## config.mk

```make
export PLATFORM = sky130hd
export DESIGN_NAME = disp_scan_tx_flat
export DESIGN_NICKNAME = d
export VERILOG_FILES = /design/src/rtl/disp_scan_tx_if.sv /design/src/rtl/disp_scan_tx.sv /design/src/flat_wrapper.sv
export SDC_FILE = /design/constraint.sdc
export NUM_CORES = 1
export LEC_CHECK = 0
export BUFFER_PORTS_ARGS = -buffer_cell sky130_fd_sc_hd__buf_2
export CELL_PAD_IN_SITES_DETAIL_PLACEMENT = 0
export CELL_PAD_IN_SITES_GLOBAL_PLACEMENT = 1
export CORE_UTILIZATION = 46
export DETAILED_ROUTE_END_ITERATION = 16
export GPL_TIMING_DRIVEN = 0
export PLACE_DENSITY = 0.76
export REMOVE_ABC_BUFFERS = 1
export SLEW_MARGIN = 20
export SYNTH_ARGS = -nofsm -noshare
export SYNTH_HDL_FRONTEND = slang
export SYNTH_SLANG_ARGS = --single-unit
```

## constraint.sdc

```tcl
create_clock -name clk_i -period 2.9 [get_ports clk_i]
set_input_delay 0.145 -clock clk_i [delete_from_list [all_inputs] [get_ports clk_i]]
set_output_delay 0.145 -clock clk_i [all_outputs]
set_load 0.05 [all_outputs]
```

## src/rtl/disp_scan_tx_if.sv

```systemverilog
`default_nettype none
// ============================================================================
// Module   : disp_scan_tx_if
// Brief    : Digit write port from the core into the display scan generator.
// Revision : 1.0 - initial release
// ============================================================================
interface disp_scan_tx_if;
    logic       wr_en_i;
    logic [1:0] wr_addr_i;
    logic       wr_raw_i;
    logic [7:0] wr_data_i;

    modport master (
        output wr_en_i,
        output wr_addr_i,
        output wr_raw_i,
        output wr_data_i
    );

    modport slave (
        input  wr_en_i,
        input  wr_addr_i,
        input  wr_raw_i,
        input  wr_data_i
    );
endinterface
`default_nettype wire

```

## src/rtl/disp_scan_tx.sv

```systemverilog
`default_nettype none
// ============================================================================
// Module   : disp_scan_tx
// Brief    : Four-digit seven-segment scan generator with double-buffered,
//            hex-encoding digit registers and inter-digit blanking.
// Revision : 1.0 - initial release
// ============================================================================
module disp_scan_tx #(
    parameter int BLANK_CYC = 16,
    parameter int SHOW_CYC  = 50000,
    parameter int CNT_W     = 16
) (
    input  wire logic        clk_i,
    input  wire logic        rst_i,
    input  wire logic        en_i,
    disp_scan_tx_if.slave    wr,
    output logic [7:0]       seg_o,
    output logic [7:0]       sel_o,
    output logic             frame_o
);

    typedef enum logic [1:0] {
        ST_IDLE  = 2'd0,
        ST_BLANK = 2'd1,
        ST_SHOW  = 2'd2
    } state_t;

    localparam logic [CNT_W-1:0] BLANK_LAST = CNT_W'(BLANK_CYC - 1);
    localparam logic [CNT_W-1:0] SHOW_LAST  = CNT_W'(SHOW_CYC - 1);
    localparam logic [7:0]       SEL_NONE   = 8'hFF;

    state_t           state_q, state_d;
    logic [1:0]       idx_q, idx_d;
    logic [CNT_W-1:0] cnt_q, cnt_d;
    logic [7:0]       shadow_q [4];
    logic [7:0]       shadow_d [4];
    logic [7:0]       active_q [4];
    logic [7:0]       active_d [4];
    logic [7:0]       seg_q, seg_d;
    logic [7:0]       sel_q, sel_d;
    logic             frame_q, frame_d;
    logic             commit;

    function automatic logic [7:0] hex_seg(input logic [3:0] v);
        logic [7:0] s;
        case (v)
            4'h0: s = 8'h3F;  4'h1: s = 8'h06;  4'h2: s = 8'h5B;  4'h3: s = 8'h4F;
            4'h4: s = 8'h66;  4'h5: s = 8'h6D;  4'h6: s = 8'h7D;  4'h7: s = 8'h07;
            4'h8: s = 8'h7F;  4'h9: s = 8'h6F;  4'hA: s = 8'h77;  4'hB: s = 8'h7C;
            4'hC: s = 8'h39;  4'hD: s = 8'h5E;  4'hE: s = 8'h79;  default: s = 8'h71;
        endcase
        return s;
    endfunction

    // Select codes follow the demultiplexer: digit 0 drives bit 3 low, digit 3 bit 0.
    function automatic logic [7:0] sel_code(input logic [1:0] i);
        logic [7:0] c;
        case (i)
            2'd0:    c = 8'b1111_0111;
            2'd1:    c = 8'b1111_1011;
            2'd2:    c = 8'b1111_1101;
            default: c = 8'b1111_1110;
        endcase
        return c;
    endfunction

    always_comb begin
        state_d  = state_q;
        idx_d    = idx_q;
        cnt_d    = cnt_q;
        shadow_d = shadow_q;
        active_d = active_q;
        frame_d  = 1'b0;
        commit   = 1'b0;
        seg_d    = 8'h00;
        sel_d    = SEL_NONE;

        if (wr.wr_en_i) begin
            shadow_d[wr.wr_addr_i] = wr.wr_raw_i ? wr.wr_data_i
                                   : (hex_seg(wr.wr_data_i[3:0]) | {wr.wr_data_i[7], 7'b0});
        end

        if (!en_i) begin
            state_d = ST_IDLE;
            idx_d   = 2'd0;
            cnt_d   = '0;
        end else begin
            case (state_q)
                ST_IDLE: begin
                    state_d = ST_BLANK;
                    idx_d   = 2'd0;
                    cnt_d   = '0;
                    commit  = 1'b1;
                end
                ST_BLANK: begin
                    if (cnt_q == BLANK_LAST) begin
                        state_d = ST_SHOW;
                        cnt_d   = '0;
                    end else begin
                        cnt_d = cnt_q + CNT_W'(1);
                    end
                end
                ST_SHOW: begin
                    if (cnt_q == SHOW_LAST) begin
                        state_d = ST_BLANK;
                        cnt_d   = '0;
                        if (idx_q == 2'd3) begin
                            idx_d   = 2'd0;
                            frame_d = 1'b1;
                            commit  = 1'b1;
                        end else begin
                            idx_d = idx_q + 2'd1;
                        end
                    end else begin
                        cnt_d = cnt_q + CNT_W'(1);
                    end
                end
                default: begin
                    state_d = ST_IDLE;
                    idx_d   = 2'd0;
                    cnt_d   = '0;
                end
            endcase
        end

        // Commit reads the pre-write shadow so a colliding write lands one frame later.
        if (commit) begin
            active_d = shadow_q;
        end

        if (state_d == ST_SHOW) begin
            sel_d = sel_code(idx_d);
            seg_d = active_d[idx_d];
        end
    end

    always_ff @(posedge clk_i) begin
        if (rst_i) begin
            state_q  <= ST_IDLE;
            idx_q    <= 2'd0;
            cnt_q    <= '0;
            shadow_q <= '{default: 8'h00};
            active_q <= '{default: 8'h00};
            seg_q    <= 8'h00;
            sel_q    <= SEL_NONE;
            frame_q  <= 1'b0;
        end else begin
            state_q  <= state_d;
            idx_q    <= idx_d;
            cnt_q    <= cnt_d;
            shadow_q <= shadow_d;
            active_q <= active_d;
            seg_q    <= seg_d;
            sel_q    <= sel_d;
            frame_q  <= frame_d;
        end
    end

    assign seg_o   = seg_q;
    assign sel_o   = sel_q;
    assign frame_o = frame_q;

endmodule
`default_nettype wire

```

## src/flat_wrapper.sv

```systemverilog
// flat-port wrapper written by rule: the top's interface ports become plain ports
module disp_scan_tx_flat 
#(
    parameter int BLANK_CYC = 16,
    parameter int SHOW_CYC  = 50000,
    parameter int CNT_W     = 16
)
  (clk_i, rst_i, en_i, seg_o, sel_o, frame_o, wr_wr_en_i, wr_wr_addr_i, wr_wr_raw_i, wr_wr_data_i);
  disp_scan_tx_if wr_i ();
  input  wire logic clk_i;
  input  wire logic rst_i;
  input  wire logic en_i;
  output logic [7:0] seg_o;
  output logic [7:0] sel_o;
  output logic frame_o;
  input wire logic [$bits(wr_i.wr_en_i)-1:0] wr_wr_en_i;
  input wire logic [$bits(wr_i.wr_addr_i)-1:0] wr_wr_addr_i;
  input wire logic [$bits(wr_i.wr_raw_i)-1:0] wr_wr_raw_i;
  input wire logic [$bits(wr_i.wr_data_i)-1:0] wr_wr_data_i;
  assign wr_i.wr_en_i = wr_wr_en_i;
  assign wr_i.wr_addr_i = wr_wr_addr_i;
  assign wr_i.wr_raw_i = wr_wr_raw_i;
  assign wr_i.wr_data_i = wr_wr_data_i;
  disp_scan_tx #(.BLANK_CYC(BLANK_CYC), .SHOW_CYC(SHOW_CYC), .CNT_W(CNT_W)) u_core (.clk_i(clk_i), .rst_i(rst_i), .en_i(en_i), .wr(wr_i), .seg_o(seg_o), .sel_o(sel_o), .frame_o(frame_o));
endmodule
```

==> qor.csv <==
stage,metric,value,unit
outcome,status,"complete, but fails checks",
outcome,failing checks,design-rule violations,
setup_path,CP Max Fanout,5,
floorplanning,die width,98.1,um
global_route,GR Overflow Total,0,
layout,fin nets,491,
sta,Final setup viols,0,
run,max-cap check violation count,0,
setup_path,CP Class,register to register,
setup_path,crit end category,register,
clock_tree,CTS tree,done,
power,Design Power,2.56,mW
floorplanning,starting density of the core,48.0,%
power,Clk pwr share,38.2,%
sta,RSZ-0062 raised after global routing,no,
place,pre-CTS WS,-0.0113,ns
worst_hold_path,min-delay src,wr_wr_data_i[7],
global_route,first-pass GRT wire length,13900,um
clock_tree,Num CTS Buffers,9,
sta,post-route setup slack,0.209,ns
setup_path,Reg-to-Reg End,u_core.sel_o[1],
route,first-pass iteration count of the detailed router,11,
logic_synthesis,Synth Instances,443,
clock_tree,root buffer selected by CTS,clkbuf_8,
sta,Layout Skew,0.00947,ns
power,Leakage Power,1.95,nW
logic_synthesis,Yosys cell types,47,
power,Pint,1.95,mW
route,DR iter-0 viols,116,
route,average wire per standard cell,14.3,um
place,Final Wtd Congestion,0.827,
layout,Layout Cells excl Fill,573,
power,sequential share of power,53.7,%
logic_synthesis,top post-synthesis cells by area,"dfxtp_1 46%, mux2i_1 14%, nor2_1 7.7%, ha_1 4.7%, a211oi_1 3.9%",
setup_path,r2r worst-path depth,8,
route,DRC,1,
clock_tree,H-tree Lvls,3,
layout,Antenna diodes,0,
power,Net Sw Power,609,uW
sta,Tightest Pin Transition,1.12,ns
setup_path,startpoint types,register,
layout,layout cells sized above 1,12.5,%
logic_synthesis,Yosys top cell area share,45.7,%
logic_synthesis,synthesized area per cell,9.59,um^2
logic_synthesis,Most used DFF post-synth,dfxtp_1,
floorplanning,die area,9620,um^2
setup_path,FF-to-FF Start,u_core.cnt_q[0],
route,Post-DRT Antenna Nets,0,
setup_path,Required @ worst endpoint,3.13,ns
power,peak supply drop,0.313,mV
logic_synthesis,Synth Cell Area,4250,um^2
sta,minimum clock period,2.69,ns
sta,slew margin rel.,25.0,%
setup_path,delay of the slowest critical-path stage,0.53,ns
sta,Slew Limit Fails,0,
power,logic gate share of total power,8.1,%
route,Vias/cell,5.27,
floorplanning,Rows,34,
setup_path,"Critical Path, Cell by Cell",ha_1 -> and4_1 -> and4_4 -> mux2_4 -> a41oi_4 -> inv_2 -> ha_1 -> or4_1,
place,Inst Count DP,557,
sta,Final Hold Vio Count,0,
logic_synthesis,Seq cells post-synth,97,
setup_path,Buf/Inv on CP,1,
setup_path,CP max-delay cell,or4_1,
layout,Area Growth Syn to Fin,9.78,%
power,P per Cell Area,549,nW/um^2
clock_tree,Clock Path Buffers,2,
floorplanning,I/O pin count,32,
logic_synthesis,"EDFF count, synth",0,
setup_path,crit-path leading delay family,simple AND/OR/NAND/NOR gates,
place,Port-buffer cells,27,
logic_synthesis,synth warn,0,
place,dpl hpwl,5380,um
clock_tree,CTS sink count,97,
route,WL final,8190,um
worst_hold_path,Hold EP,u_core.shadow_q[7],
sta,final worst-path cycle share,92.8,%
route,routed vias,3021,
setup_path,CP arrival,2.92,ns
clock_tree,cts hold-fix bufs,0,
layout,"most common cell after layout, fill and taps aside",dfxtp_1,
floorplanning,Chip Height,98.1,um
worst_hold_path,Hold Crit Depth,3,
logic_synthesis,Synth area leader,dfxtp_1,
global_route,global-route total usage across every layer,18.1,%
logic_synthesis,sequential share of the synthesized area,45.7,%
setup_path,reg2reg setup slack,0.21,ns
clock_tree,post-CTS setup buffer count,0,
global_route,vias in the first global route,2836,
global_route,largest net degree at the start of global routing,70,
clock_tree,Worst-Skew Late Latency,0.35,ns
global_route,initial antenna violation count,0,
setup_path,Most common cell on crit path,ha_1,
logic_synthesis,ys async rst share,0,%
layout,most frequent cells in the layout,"97 x dfxtp_1, 86 x nor2_1, 60 x mux2i_1",
floorplanning,Core Region,8850,um^2
sta,fmax,372,MHz
clock_tree,Resized Gates After CTS,1,
power,switching share of power,23.8,%
sta,setup_tns,0,ns
clock_tree,clk slew on worst S/H paths,0.09,ns
worst_hold_path,HP Class,primary input to register,
==> synthesized netlist by cell type (2+ instances only) <==
| library cell | count |
|---|---|
| dfxtp_1 | 97 |
| nor2_1 | 87 |
| mux2i_1 | 60 |
| nand2_1 | 30 |
| a211oi_1 | 22 |
| ha_1 | 16 |
| a21oi_1 | 14 |
| clkbuf_1 | 14 |
| inv_1 | 11 |
| xnor2_1 | 10 |
| a22o_1 | 8 |
| and3_1 | 6 |
| buf_4 | 6 |
| nand3_1 | 6 |
| nand4_1 | 5 |
| xor2_1 | 5 |
| and4_1 | 3 |
| buf_6 | 3 |
| nor3_1 | 3 |
| nor3b_1 | 3 |
| o21ai_0 | 3 |
| or3_1 | 3 |
| buf_1 | 2 |
| nor2_2 | 2 |
| nor4_1 | 2 |
==> power by group through the flow <==
stage	combinational (mW)	sequential [mW]	clock [mW]
6_report	0.207	1.38	0.978
4_1_cts	0.209	1.38	1.00
2_1_floorplan	0.132	1.40	0
5_1_grt	0.231	1.38	1.06
3_5_place_dp	0.207	1.41	0
3_3_place_gp	0.196	1.41	0
==> per-stage QoR <==
stage          hold slack, ns  util [%]  area (um^2)
6_report               0.0697      52.7         4660
5_1_grt                0.0650      52.7         4660
4_1_cts                0.0601      52.7         4660
3_5_place_dp            0.435      50.0         4420
3_3_place_gp            0.429      49.3         4360
2_1_floorplan           0.214         -         4090
==> routing by layer <==
layer,track usage [%],wire length [um],vias up
li1,-,-,1564
met1,26.3,4210,1392
met2,26.8,3550,55
met3,4.15,338,10
met4,4.90,94,0
met5,0,0,-
==> how the worst max path moves through the flow <==
stage	startpoint	endpoint	depth (start not counted)
floorplan	u_core.cnt_q[0]	u_core.sel_o[1]	8
global placement	u_core.cnt_q[0]	u_core.sel_o[1]	8
detailed placement	u_core.cnt_q[0]	u_core.sel_o[1]	8
CTS	u_core.cnt_q[0]	u_core.sel_o[1]	8
global route	u_core.cnt_q[0]	u_core.sel_o[1]	8
finish	u_core.cnt_q[0]	u_core.sel_o[1]	8
==> final cells by class <==
class | instances | area [um^2]
Sequential cell | 97 | 1940
Inverter | 12 | 45.0
Tap cell | 108 | 135
Multi-Input combinational cell | 310 | 2120
Clock buffer | 10 | 138
Fill cell | 824 | 4190
Clock inverter | 6 | 91.3
Timing Repair Buffer | 30 | 188
==> sequential cells by signal, indices dropped and copies added (netlist names) <==
name and count:
u_core.active_q 32, u_core.state_q 2, u_core.idx_q 2, u_core.frame_o 1, u_core.cnt_q 16, u_core.shadow_q 32, u_core.seg_o 8, u_core.sel_o 4
==> worst reg2reg max path: stages, from the launching register on <==
cell and delay (ns):
dfxtp_1 0.35, ha_1 0.23, and4_1 0.25, and4_4 0.28, mux2_4 0.32, a41oi_4 0.29
inv_2 0.09, ha_1 0.24, or4_1 0.53
==> cell families after synthesis <==
family | Yosys count | synth area share [%]
and+or+nand+nor | 158 | 17.0
AOI/OAI and AO/OA | 56 | 9.96
muxes | 61 | 14.5
other | 1 | 0.0883
DFF | 97 | 45.7
buffers and inverters | 39 | 4.92
adders and majority gates | 16 | 4.71
xor gates and xnor gates | 15 | 3.09
Power figures use the tool's default switching activity.
